[src/rtl/uart_pkg.sv]
// Shared types and constants for the UART transmit path.
package uart_pkg;

    localparam int UART_DATA_W = 8;

    typedef enum logic [1:0] {
        S_IDLE   = 2'd0,
        S_LAUNCH = 2'd1,
        S_WAIT   = 2'd2
    } txq_state_t;

endpackage

[src/rtl/sync_fifo.sv]
// Single-clock circular FIFO with level counter and synchronous flush.
module sync_fifo #(
    parameter  int WIDTH = 8,
    parameter  int DEPTH = 16,
    localparam int AW    = $clog2(DEPTH),
    localparam int LW    = AW + 1
) (
    input  logic             clk_i,
    input  logic             rst_ni,
    input  logic             flush_i,
    input  logic             wr_en_i,
    input  logic [WIDTH-1:0] wr_data_i,
    input  logic             rd_en_i,
    output logic [WIDTH-1:0] rd_data_o,
    output logic [LW-1:0]    level_o,
    output logic             empty_o,
    output logic             full_o
);

    logic [WIDTH-1:0] r_mem [DEPTH];
    logic [AW-1:0]    r_wr_ptr;
    logic [AW-1:0]    r_rd_ptr;
    logic [LW-1:0]    r_level;
    logic             w_empty;
    logic             w_full;
    logic             w_wr;
    logic             w_rd;

    assign w_empty = (r_level == '0);
    assign w_full  = (r_level == LW'(DEPTH));

    // Full rejects writes even when a read happens in the same cycle.
    assign w_wr = wr_en_i && !w_full && !flush_i;
    assign w_rd = rd_en_i && !w_empty && !flush_i;

    always_ff @(posedge clk_i) begin
        if (w_wr) r_mem[r_wr_ptr] <= wr_data_i;
    end

    // Pointers are exactly AW bits wide, so wrap falls out of the power-of-two depth.
    always_ff @(posedge clk_i or negedge rst_ni) begin
        if (!rst_ni) begin
            r_wr_ptr <= '0;
            r_rd_ptr <= '0;
            r_level  <= '0;
        end else if (flush_i) begin
            r_wr_ptr <= '0;
            r_rd_ptr <= '0;
            r_level  <= '0;
        end else begin
            if (w_wr) r_wr_ptr <= r_wr_ptr + AW'(1);
            if (w_rd) r_rd_ptr <= r_rd_ptr + AW'(1);
            case ({w_wr, w_rd})
                2'b10:   r_level <= r_level + LW'(1);
                2'b01:   r_level <= r_level - LW'(1);
                default: r_level <= r_level;
            endcase
        end
    end

    assign rd_data_o = r_mem[r_rd_ptr];
    assign level_o   = r_level;
    assign empty_o   = w_empty;
    assign full_o    = w_full;

endmodule

[src/rtl/uart_tx_queue.sv]
// Byte queue in front of the UART transmitter: valid/ready intake, one start
// pulse per byte, next byte launched only after the transmitter reports done.
module uart_tx_queue
    import uart_pkg::*;
#(
    parameter  int DEPTH = 16,
    localparam int LW    = $clog2(DEPTH) + 1
) (
    input  logic                   clk_i,
    input  logic                   rst_ni,
    input  logic                   flush_i,
    input  logic [UART_DATA_W-1:0] wr_data_i,
    input  logic                   wr_valid_i,
    output logic                   wr_ready_o,
    output logic [LW-1:0]          level_o,
    output logic                   empty_o,
    output logic                   full_o,
    output logic                   overflow_o,
    input  logic                   clr_overflow_i,
    output logic [UART_DATA_W-1:0] tx_data_o,
    output logic                   tx_start_o,
    input  logic                   tx_busy_i,
    input  logic                   tx_done_i,
    output logic                   idle_o
);

    txq_state_t             r_state;
    txq_state_t             w_state_nxt;
    logic                   w_pop;
    logic                   w_push;
    logic                   w_empty;
    logic                   w_full;
    logic                   w_ovf_set;
    logic [UART_DATA_W-1:0] w_head;
    logic [UART_DATA_W-1:0] r_tx_data;
    logic                   r_tx_start;
    logic                   r_ovf;

    assign wr_ready_o = !w_full && !flush_i;
    assign w_push     = wr_valid_i && wr_ready_o;
    assign w_ovf_set  = wr_valid_i && w_full && !flush_i;

    sync_fifo #(
        .WIDTH(UART_DATA_W),
        .DEPTH(DEPTH)
    ) u_fifo (
        .clk_i    (clk_i),
        .rst_ni   (rst_ni),
        .flush_i  (flush_i),
        .wr_en_i  (w_push),
        .wr_data_i(wr_data_i),
        .rd_en_i  (w_pop),
        .rd_data_o(w_head),
        .level_o  (level_o),
        .empty_o  (w_empty),
        .full_o   (w_full)
    );

    always_ff @(posedge clk_i or negedge rst_ni) begin
        if (!rst_ni) r_state <= S_IDLE;
        else         r_state <= w_state_nxt;
    end

    always_comb begin
        w_state_nxt = r_state;
        w_pop       = 1'b0;
        case (r_state)
            S_IDLE: begin
                if (!w_empty && !tx_busy_i && !flush_i) begin
                    w_pop       = 1'b1;
                    w_state_nxt = S_LAUNCH;
                end
            end
            S_LAUNCH: w_state_nxt = S_WAIT;
            S_WAIT:   if (tx_done_i) w_state_nxt = S_IDLE;
            default:  w_state_nxt = S_IDLE;
        endcase
    end

    // Start is registered off the next state so it lines up with the S_LAUNCH cycle.
    always_ff @(posedge clk_i or negedge rst_ni) begin
        if (!rst_ni) begin
            r_tx_start <= 1'b0;
            r_tx_data  <= '0;
        end else begin
            r_tx_start <= (w_state_nxt == S_LAUNCH);
            if (w_pop) r_tx_data <= w_head;
        end
    end

    always_ff @(posedge clk_i or negedge rst_ni) begin
        if (!rst_ni)             r_ovf <= 1'b0;
        else if (w_ovf_set)      r_ovf <= 1'b1;
        else if (clr_overflow_i) r_ovf <= 1'b0;
    end

    assign empty_o    = w_empty;
    assign full_o     = w_full;
    assign overflow_o = r_ovf;
    assign tx_data_o  = r_tx_data;
    assign tx_start_o = r_tx_start;
    assign idle_o     = w_empty && (r_state == S_IDLE);

endmodule

[config.mk]
export PLATFORM = sky130hd
export DESIGN_NAME = uart_tx_queue
export DESIGN_NICKNAME = d
export VERILOG_FILES = /design/src/rtl/uart_pkg.sv /design/src/rtl/sync_fifo.sv /design/src/rtl/uart_tx_queue.sv
export SDC_FILE = /design/constraint.sdc
export NUM_CORES = 1
export LEC_CHECK = 0
export CAP_MARGIN = 30
export CORE_UTILIZATION = 40
export CTS_BUF_LIST = sky130_fd_sc_hd__clkbuf_4 sky130_fd_sc_hd__clkbuf_8
export DETAILED_ROUTE_END_ITERATION = 8
export GPL_ROUTABILITY_DRIVEN = 0
export SYNTH_ARGS = -nofsm -noshare
export SYNTH_HDL_FRONTEND = slang
export SYNTH_SLANG_ARGS = --single-unit
export TNS_END_PERCENT = 10
[constraint.sdc]
create_clock -name clk_i -period 3.8 [get_ports clk_i]
set_clock_uncertainty 0.1 [all_clocks]
set_input_delay 0.76 -clock clk_i [delete_from_list [all_inputs] [get_ports clk_i]]
set_output_delay 0.76 -clock clk_i [all_outputs]
set_load 0.05 [all_outputs]
# ---- Yosys cells after proc, flatten, opt, wreduce, memory -nomap -nowiden
# Memories as Yosys holds them, arrays and structs flattened. A register that Yosys moved wholly into a read port is not among the register bits.
# Index checks and enable logic that the tools add are counted.
dict set report totals {
  reg_bits 17
  latchBits 0
  mem_bits_rw 128
  romBits 0
  elab_cells 54
  mem_count 1
}
# name depth word_bits rd rd_ports_with_merged_regs write_ports line_no
set memory_table {}
lappend memory_table {u_fifo.r_mem 16 8 1 1 1 sync_fifo.sv:20} ;# logic [WIDTH-1:0] r_mem [DEPTH];
dict set report op_classes {
  addsub 4
  multipliers 0
  n_div 0
  n_lt_le_gt_ge 0
  n_eq_ne 6
  shift 0
  muxes 15
  n_bitwise 0
  reduce_logical 22
}
# cell count
set op_table {}
lappend op_table {{$mux W4} 4}
lappend op_table {{$logic_and A1 B1 Y1} 11}
lappend op_table {{$pmux W5 S2} 1}
lappend op_table {{$add A4 B1 Y4 const B} 2}
lappend op_table {{$eq A2 B1 Y1 const B} 3}
lappend op_table {{$mux W1} 6}
lappend op_table {{$pmux W2 S3} 1}
lappend op_table {{$reduce_bool A2 Y1} 3}
lappend op_table {{$add A5 B1 Y5 const B} 1}
lappend op_table {{$eq A5 B5 Y1 const B} 1}
lappend op_table {{$logic_not A1 Y1} 5}
lappend op_table {{$logic_not A5 Y1} 1}
lappend op_table {{$mux W5} 1}
lappend op_table {{$sub A5 B1 Y5 const B} 1}
lappend op_table {{$eq A2 B2 Y1 const B} 2}
lappend op_table {{$mux W2} 2}
lappend op_table {{$reduce_bool A3 Y1} 1}
lappend op_table {{$logic_not A2 Y1} 1}

# ---- Logic depth before layout (Yosys ltp)
# Gate-level depths: netlist of the first run.
dict set report logic_depth {
  ltp_word 11
  ltp_mapped 11
}

# ---- Hierarchy
# From an unflattened synthesis of the first run, not the netlist that was laid out.
dict set report hier_totals {
  cells_unflattened 388
  area_unflattened_um2 6327.3
}
# mod n_inst cells_per_inst area_per_inst_um2
set by_module_without_submodules {}
lappend by_module_without_submodules {sync_fifo 1 356 5850.6}
lappend by_module_without_submodules {uart_tx_queue 1 32 476.7}

# ---- Worst setup path after synthesis of the first run
# No wires, ideal clock.
dict set report synth_path {
  kind {register -> output}
  start {register u_fifo.r_level[1], in the netlist u_fifo.level_o[1]}
  end {output port idle_o}
  t_arrival_ns 2.686
  t_required_ns 2.940
  slack_ns 0.254
  path_stages_with_launch 3
  cell_sequence {dfrtp_1 > or4_4 > nor4_1}
}
dict set report synth_via {
  elab_chain_cells 2
}
# element line_no
set synth_rtl {}
lappend synth_rtl {{start, declared} sync_fifo.sv:23} ;# logic [LW-1:0] r_level;
lappend synth_rtl {{start signal, assigned} sync_fifo.sv:54} ;# 2'b10: r_level <= r_level + LW'(1);
lappend synth_rtl {{start signal, assigned} sync_fifo.sv:55} ;# 2'b01: r_level <= r_level - LW'(1);
lappend synth_rtl {{start signal, assigned} sync_fifo.sv:56} ;# default: r_level <= r_level;
lappend synth_rtl {{$logic_not A5 Y1} sync_fifo.sv:29} ;# assign w_empty = (r_level == '0);
lappend synth_rtl {{$logic_and A1 B1 Y1} uart_tx_queue.sv:102} ;# assign idle_o = w_empty && (r_state == S_IDLE);
lappend synth_rtl {{end, declared} uart_tx_queue.sv:24} ;# output logic idle_o
# Every way passes these cells.

# ---- Worst setup path after layout of the first run
# Ends and elaborated chain as after synthesis.

==> impl_metrics.yaml, run 1 <==
global_routing:
  met3_usage: 0.0388
  grt_pass1_wl_um: 18900
  grt_use_total: 0.164
  grt_pass1_vias: 3245
  antenna_found_initial: 0
  grt_max_degree: 36
  met1_usage: 0.220
  gr-total-overflow: 0
  grt-busiest-layer: "met2"
  grt_util_met2: 0.262
die:
  ioPinCount: 34
  initial_core_util: 0.409
  die_w_um: 127
  die_area_um2: 16000
  coreArea_um2: 15200
  rows: 45
  die_h_um: 127
power:
  p_clk_frac: 0.268
  power_density_nw_per_um2: 644
  p_leak_nw: 2.38
  switching_power_w: 0.00148
  comb_power_share: 0.281
  seqPwrFrac: 0.451
  ir_drop_mv: 0.470
  switching_share: 0.319
  power.internal_w: 0.00314
synthesis:
  syn_nets: 360
  yosys_register_bits: 153
  syn_inst: 336
  synth_flop_cell: "edfxtp_1"
  synth_area_per_cell_um2: 18.5
  synth_edf_count: 128
  synth.area.mux_share: 0.147
  synth_compound_gate_area_share: 0.0338
  synth-simple-area-share: 0.0497
  synth_area_um2: 6220
  synth_xor_area_frac: 0.0127
  yosysSeqAreaShare: 0.719
  ys_async_sr_fraction: 0.163
  ys_types: 39
  synth_top_family_by_area: "multiplexers"
  synth_warnings: 0
  yosys.area_share.adder: 0.0193
outcome:
  status: "complete, no violations"
worst_setup_path:
  crit_path_start_kind: "flip-flop"
  crit_type: "reg -> out"
  crit_path_end_kind: "primary output"
  critPathRequiredTime_ps: 2940
  rr_worst_depth: 9
  cp_max_fo: 6
  critPathArrivalTime_ps: 2480
sta:
  whs_ps: 402
  finalSetupViolCount: 0
  slew_headroom: 0.389
  tightest_slew_ps: 916
  maxSlewViolCount: 0
  finalHoldViolCount: 0
  finalSetupTns_ps: 0
  rsz0062_at_grt: "no"
  finalCritPeriodShare: 0.879
  fin_crit_ps: 3340
  max_freq_ghz: 0.299
clocking:
  clock_latency_ps: 440
  cts_sinks: 153
  post_cts_buffers: 0
  h-tree-depth: 4
  cts-root-buf: "clkbuf_8"
  clk_pin_slew_ps: 80
  cts_resized: 0
  cts_buffers: 17
  tritoncts: "done"
  clk_path_buf_depth: 2
  cts_hold_buffers: 0
routing:
  wl_per_cell_um: 20.9
  dr.pass1.iters: 7
  postRouteAntennaNets: 0
  drc_errors: 0
  via_count: 3137
  avgViaCountPerCell: 5.44
  drt_iter0_drc: 254
  drt_wl_total_um: 12100
place:
  dpl.hpwl_um: 7820
  numPortBuffers: 33
min_path:
  min_path_type: "reg -> reg"
  min_path_cells: 2
finish:
  layout-drive-gt1-share: 0.195
  area_delta_synth_final_pct: 15.3
  fill_cells: 1303
  fin_nets: 402
  antenna_cells: 0
job:
  max-cap-violations: 0
==> worst max-delay path, stage by stage (launching register included) <==
cell and delay (ps):
dfrtp_1 440, or4_4 580, nor4_1 180, clkdlybuf4s50_1 840
==> area by class of cell <==
class | instances | area [um2] | share of cell area
multi-input cells | 156 | 1630 | 0.228
repair buffers | 39 | 383 | 0.0534
inverters | 11 | 43.8 | 0.00611
clock buffers | 19 | 249 | 0.0348
clock inverters | 11 | 149 | 0.0208
flip-flops and latches | 153 | 4470 | 0.624
well taps | 188 | 235 | 0.0328
==> sequential cells by signal, summed over array words and instances (netlist names) <==
name	flops
u_fifo.r_mem	128
tx_data_o	8
u_fifo.level_o	5
u_fifo.r_rd_ptr	4
u_fifo.r_wr_ptr	4
r_state	2
overflow_o	1
tx_start_o	1
==> power by group through the flow <==
stage               sequential, W  clock (W)  combinational, W
floorplan                 0.00225          0          0.000764
global placement          0.00212          0           0.00129
detailed placement        0.00213          0           0.00131
CTS                       0.00209    0.00127           0.00131
global route              0.00210    0.00133           0.00140
finish                    0.00208    0.00124           0.00130
==> placed cells by master, fill, tap and decap left out, drive strengths merged, types with 4 or more instances in the layout <==
cell           Yosys  layout
nor2              13      13
clkbuf            10      19
and2              12      12
dfrtp             25      25
inv               11      13
ha                 8       8
and4               4       4
xor2               4       4
edfxtp           128     128
o21ai              5       5
mux4              32      32
nand2             18      18
o221ai             8       8
clkdlybuf4s50      0      33
xnor2              5       5
mux2i             16      16
buf                6       6
==> Yosys cell counts, types with 4 or more instances <==
cell	count	area, um2
edfxtp_1	128	3840
mux4_2	32	721
dfrtp_1	25	626
nand2_1	18	67.6
mux2i_1	16	160
nor2_1	13	48.8
and2_1	12	75.1
clkbuf_1	10	37.5
inv_1	10	37.5
ha_1	8	100
o221ai_1	8	70.1
buf_2	5	25.0
xnor2_1	5	43.8
and4_1	4	35.0
o21ai_0	4	20.0
xor2_1	4	35.0
==> routing by layer <==
layer,wire (um),share of wire
met1,5350,0.44
met5,0,0
met2,5940,0.49
met3,587,0.049
met4,175,0.015
==> final timing paths <==
check / startpoint / endpoint / slack [ps]
max: u_fifo.level_o[1]$_DFFE_PN0P_ / idle_o / 460
min: tx_data_o[0]$_DFFE_PN0N_ / tx_data_o[0]$_DFFE_PN0N_ / 400
max reg2reg: u_fifo.level_o[1]$_DFFE_PN0P_ / u_fifo.level_o[4]$_DFFE_PN0P_ / 620
min reg2reg: tx_data_o[0]$_DFFE_PN0N_ / tx_data_o[0]$_DFFE_PN0N_ / 400
max in group asynchronous: rst_ni / u_fifo.r_rd_ptr[0]$_DFFE_PN0P_ / 2750
min in group asynchronous: rst_ni / r_state[1]$_DFF_PN0_ / 580
==> cell families (layout without fill, tap and decap cells) <==
family,count (synthesis),count (layout)
DFF,153,153
and+or+nand+nor,60,60
muxes,51,51
AOI/OAI and AO/OA,27,27
buffers and inverters,27,80
adders and majority gates,9,9
xor gates and xnor gates,9,9
==> per-stage QoR <==
step                      worst slack (ps)  cells  utilization  area, um2  total power, W
after global placement                 126    546        0.444       6750         0.00341
final                                  458    577        0.471       7160         0.00462
after CTS                              414    577        0.471       7160         0.00467
after detailed placement              59.1    547        0.445       6770         0.00343
after global routing                   330    577        0.471       7160         0.00484
after floorplan                        254    336            -       6220         0.00302
(Power assumes the default switching activity.)
==> inputs of run 2 (changes only) <==
--- a/config.mk
+++ b/config.mk
@@ -8,9 +8,11 @@
 export CAP_MARGIN = 30
 export CORE_UTILIZATION = 40
 export CTS_BUF_LIST = sky130_fd_sc_hd__clkbuf_4 sky130_fd_sc_hd__clkbuf_8
+export CTS_CLUSTER_SIZE = 14
 export DETAILED_ROUTE_END_ITERATION = 8
 export GPL_ROUTABILITY_DRIVEN = 0
 export SYNTH_ARGS = -nofsm -noshare
 export SYNTH_HDL_FRONTEND = slang
+export SYNTH_HIERARCHICAL = 1
 export SYNTH_SLANG_ARGS = --single-unit
 export TNS_END_PERCENT = 10
==> run 2 against run 1 <==
Compared with the run above: wire length increased by 0.76%; combinational power decreased by 18%; critical endpoint unchanged; highest routed layer unchanged; count of clock-buffer cells in the layout unchanged; largest power group unchanged.
==> impl_metrics.yaml, run 2 <==
routing:
  dr.pass1.iters: 6
  drt_iter0_drc: 182
  avgViaCountPerCell: 5.01
  postRouteAntennaNets: 0
  drt_wl_total_um: 12100
  wl_per_cell_um: 18.1
  drc_errors: 0
  via_count: 3354
power:
  power_density_nw_per_um2: 582
  ir_drop_mv: 0.203
  switching_share: 0.304
  power.internal_w: 0.00302
  p_clk_frac: 0.296
  seqPwrFrac: 0.459
  switching_power_w: 0.00132
  comb_power_share: 0.245
  p_leak_nw: 2.52
synthesis:
  synth.area.top_cells: "edfxtp_1 61%, dfrtp_1 9.9%, mux4_2 5.7%"
  synth_top_area_share: 0.607
  synth_warnings: 6
  ys_types: 41
  ys_async_sr_fraction: 0.163
  synthTopCellsByCount: "128 x edfxtp_1, 35 x nor2_1, 26 x mux2i_1"
  yosysTopAreaCell: "edfxtp_1"
  syn_inst: 388
  synth_flop_cell: "edfxtp_1"
  synth_most_common_cell: "edfxtp_1"
  yosys_register_bits: 153
  synth_area_um2: 6330
  yosysSeqAreaShare: 0.706
  synth_area_per_cell_um2: 16.3
  synth_edf_count: 128
  syn_nets: 412
clocking:
  cts_sinks: 153
  clk_pin_slew_ps: 80
  cts_resized: 0
  cts_buffers: 17
  clk_path_buf_depth: 2
  h-tree-depth: 4
  cts_hold_buffers: 0
  cts-root-buf: "clkbuf_8"
  clock_latency_ps: 440
  post_cts_buffers: 0
  tritoncts: "done"
finish:
  layout-drive-gt1-share: 0.222
  largest_reg_flops: 128
  final_common_cell: "edfxtp_1"
  seqCellArea_um2: 4470
  multiInputGateArea_um2: 1770
  final_util: 0.488
  fill_cells: 1335
  mostFrequentLayoutCells: "128 x edfxtp_1, 33 x nor2_1, 32 x clkdlybuf4s50_1"
  antenna_cells: 0
  regMostFlops: "u_fifo/r_mem"
  fin_nets: 470
  area_delta_synth_final_pct: 18.0
sta:
  tightest_slew_ps: 660
  worst_slack_ps: 171
  finalCritPeriodShare: 0.955
  max_freq_ghz: 0.276
  finalSetupViolCount: 0
  maxSlewViolCount: 0
  finalSetupTns_ps: 0
  rsz0062_at_grt: "no"
  finalHoldViolCount: 0
  fin_crit_ps: 3630
  slew_headroom: 0.559
global_routing:
  gr-total-overflow: 0
  grt_pass1_wl_um: 19400
  grt_pass1_vias: 3480
  antenna_found_initial: 0
  grt_max_degree: 26
  grt_use_total: 0.163
job:
  max-cap-violations: 0
worst_setup_path:
  crit_path_end_kind: "primary output"
  crit_chain: "or4_1 -> nor2_2 -> nor3b_2 -> clkdlybuf4s50_1"
  slowest_delay_ps: 820
  critPathRequiredTime_ps: 2940
  crit_path_start_kind: "flip-flop"
  crit_type: "reg -> out"
  critPathArrivalTime_ps: 2770
  cp_max_fo: 8
  slowest_stage: "clkdlybuf4s50_1"
place:
  numPortBuffers: 33
  dpl.hpwl_um: 8220
  place_ws_ps: 198
die:
  die_area_um2: 16300
  rows: 45
  die_w_um: 128
  die_h_um: 128
  initial_core_util: 0.413
  ioPinCount: 34
  coreArea_um2: 15300
outcome:
  status: "complete, no violations"
min_path:
  min_path_type: "reg -> reg"
==> run 2: logic make-up after synthesis <==
family          after synthesis  synth area share
flops                       153             0.706
simple gates                 75            0.0558
mux                          63             0.135
compound gates               56            0.0564
buf+inv                      24            0.0160
fa+ha+maj                     9            0.0190
xor+xnor                      8            0.0111
==> run 2: per-stage QoR <==
step / hold slack [ps] / total power [W] / cells / cell area [um2]
after floorplan: 364 / 0.00277 / 388 / 6340
after global placement: 389 / 0.00309 / 638 / 7040
after detailed placement: 401 / 0.00311 / 638 / 7040
after CTS: 418 / 0.00439 / 670 / 7470
after global routing: 437 / 0.00454 / 670 / 7470
final: 418 / 0.00434 / 670 / 7470
==> run 2: power by group through the flow <==
| stage | Clock (W) | Sequential [W] | Combinational (W) |
|---|---|---|---|
| 6_report | 0.00129 | 0.00200 | 0.00106 |
| 5_1_grt | 0.00139 | 0.00202 | 0.00113 |
| 4_1_cts | 0.00132 | 0.00200 | 0.00107 |
| 3_5_place_dp | 0 | 0.00204 | 0.00107 |
| 3_3_place_gp | 0 | 0.00203 | 0.00106 |
| 2_1_floorplan | 0 | 0.00222 | 0.000548 |
==> run 2: path summary, 6_finish.rpt <==
path	startpoint	to	slack [ps]	cells after the start
hold / removal	tx_data_o[5]$_DFFE_PN0P_	tx_data_o[5]$_DFFE_PN0P_	420	1
hold reg to reg	tx_data_o[5]$_DFFE_PN0P_	tx_data_o[5]$_DFFE_PN0P_	420	1
max in group asynchronous	rst_ni	u_fifo/r_rd_ptr[0]$_DFFE_PN0P_	2710	2
setup / recovery	u_fifo/level_o[1]$_DFFE_PN0P_	idle_o	170	4
min in group asynchronous	rst_ni	tx_data_o[2]$_DFFE_PN0P_	600	2
setup reg to reg	u_fifo/level_o[0]$_DFFE_PN0P_	u_fifo/level_o[4]$_DFFE_PN0P_	530	12
==> run 2: area by class of cell <==
class | instances | area share
inverter | 6 | 0.00302
tap | 211 | 0.0354
clock inverter | 13 | 0.0225
clock buffer | 19 | 0.0342
timing repair buffer | 57 | 0.0697
multi-input combinational | 211 | 0.237
sequential | 153 | 0.599
==> run 2: per-layer routing <==
| metal | up-vias | routed length (um) | track usage |
|---|---|---|---|
| met5 | - | 0 | 0 |
| met1 | 1684 | 5770 | 0.220 |
| met4 | 0 | 198 | 0.0678 |
| li1 | 1611 | - | - |
| met3 | 15 | 349 | 0.0380 |
| met2 | 44 | 5830 | 0.255 |
==> run 2: worst max-delay path: cells and delay by family (launching register included) <==
family	cells	cell delay, ps
and+or+nand+nor	3	1070
buffers and inverters	1	820
DFF	1	440
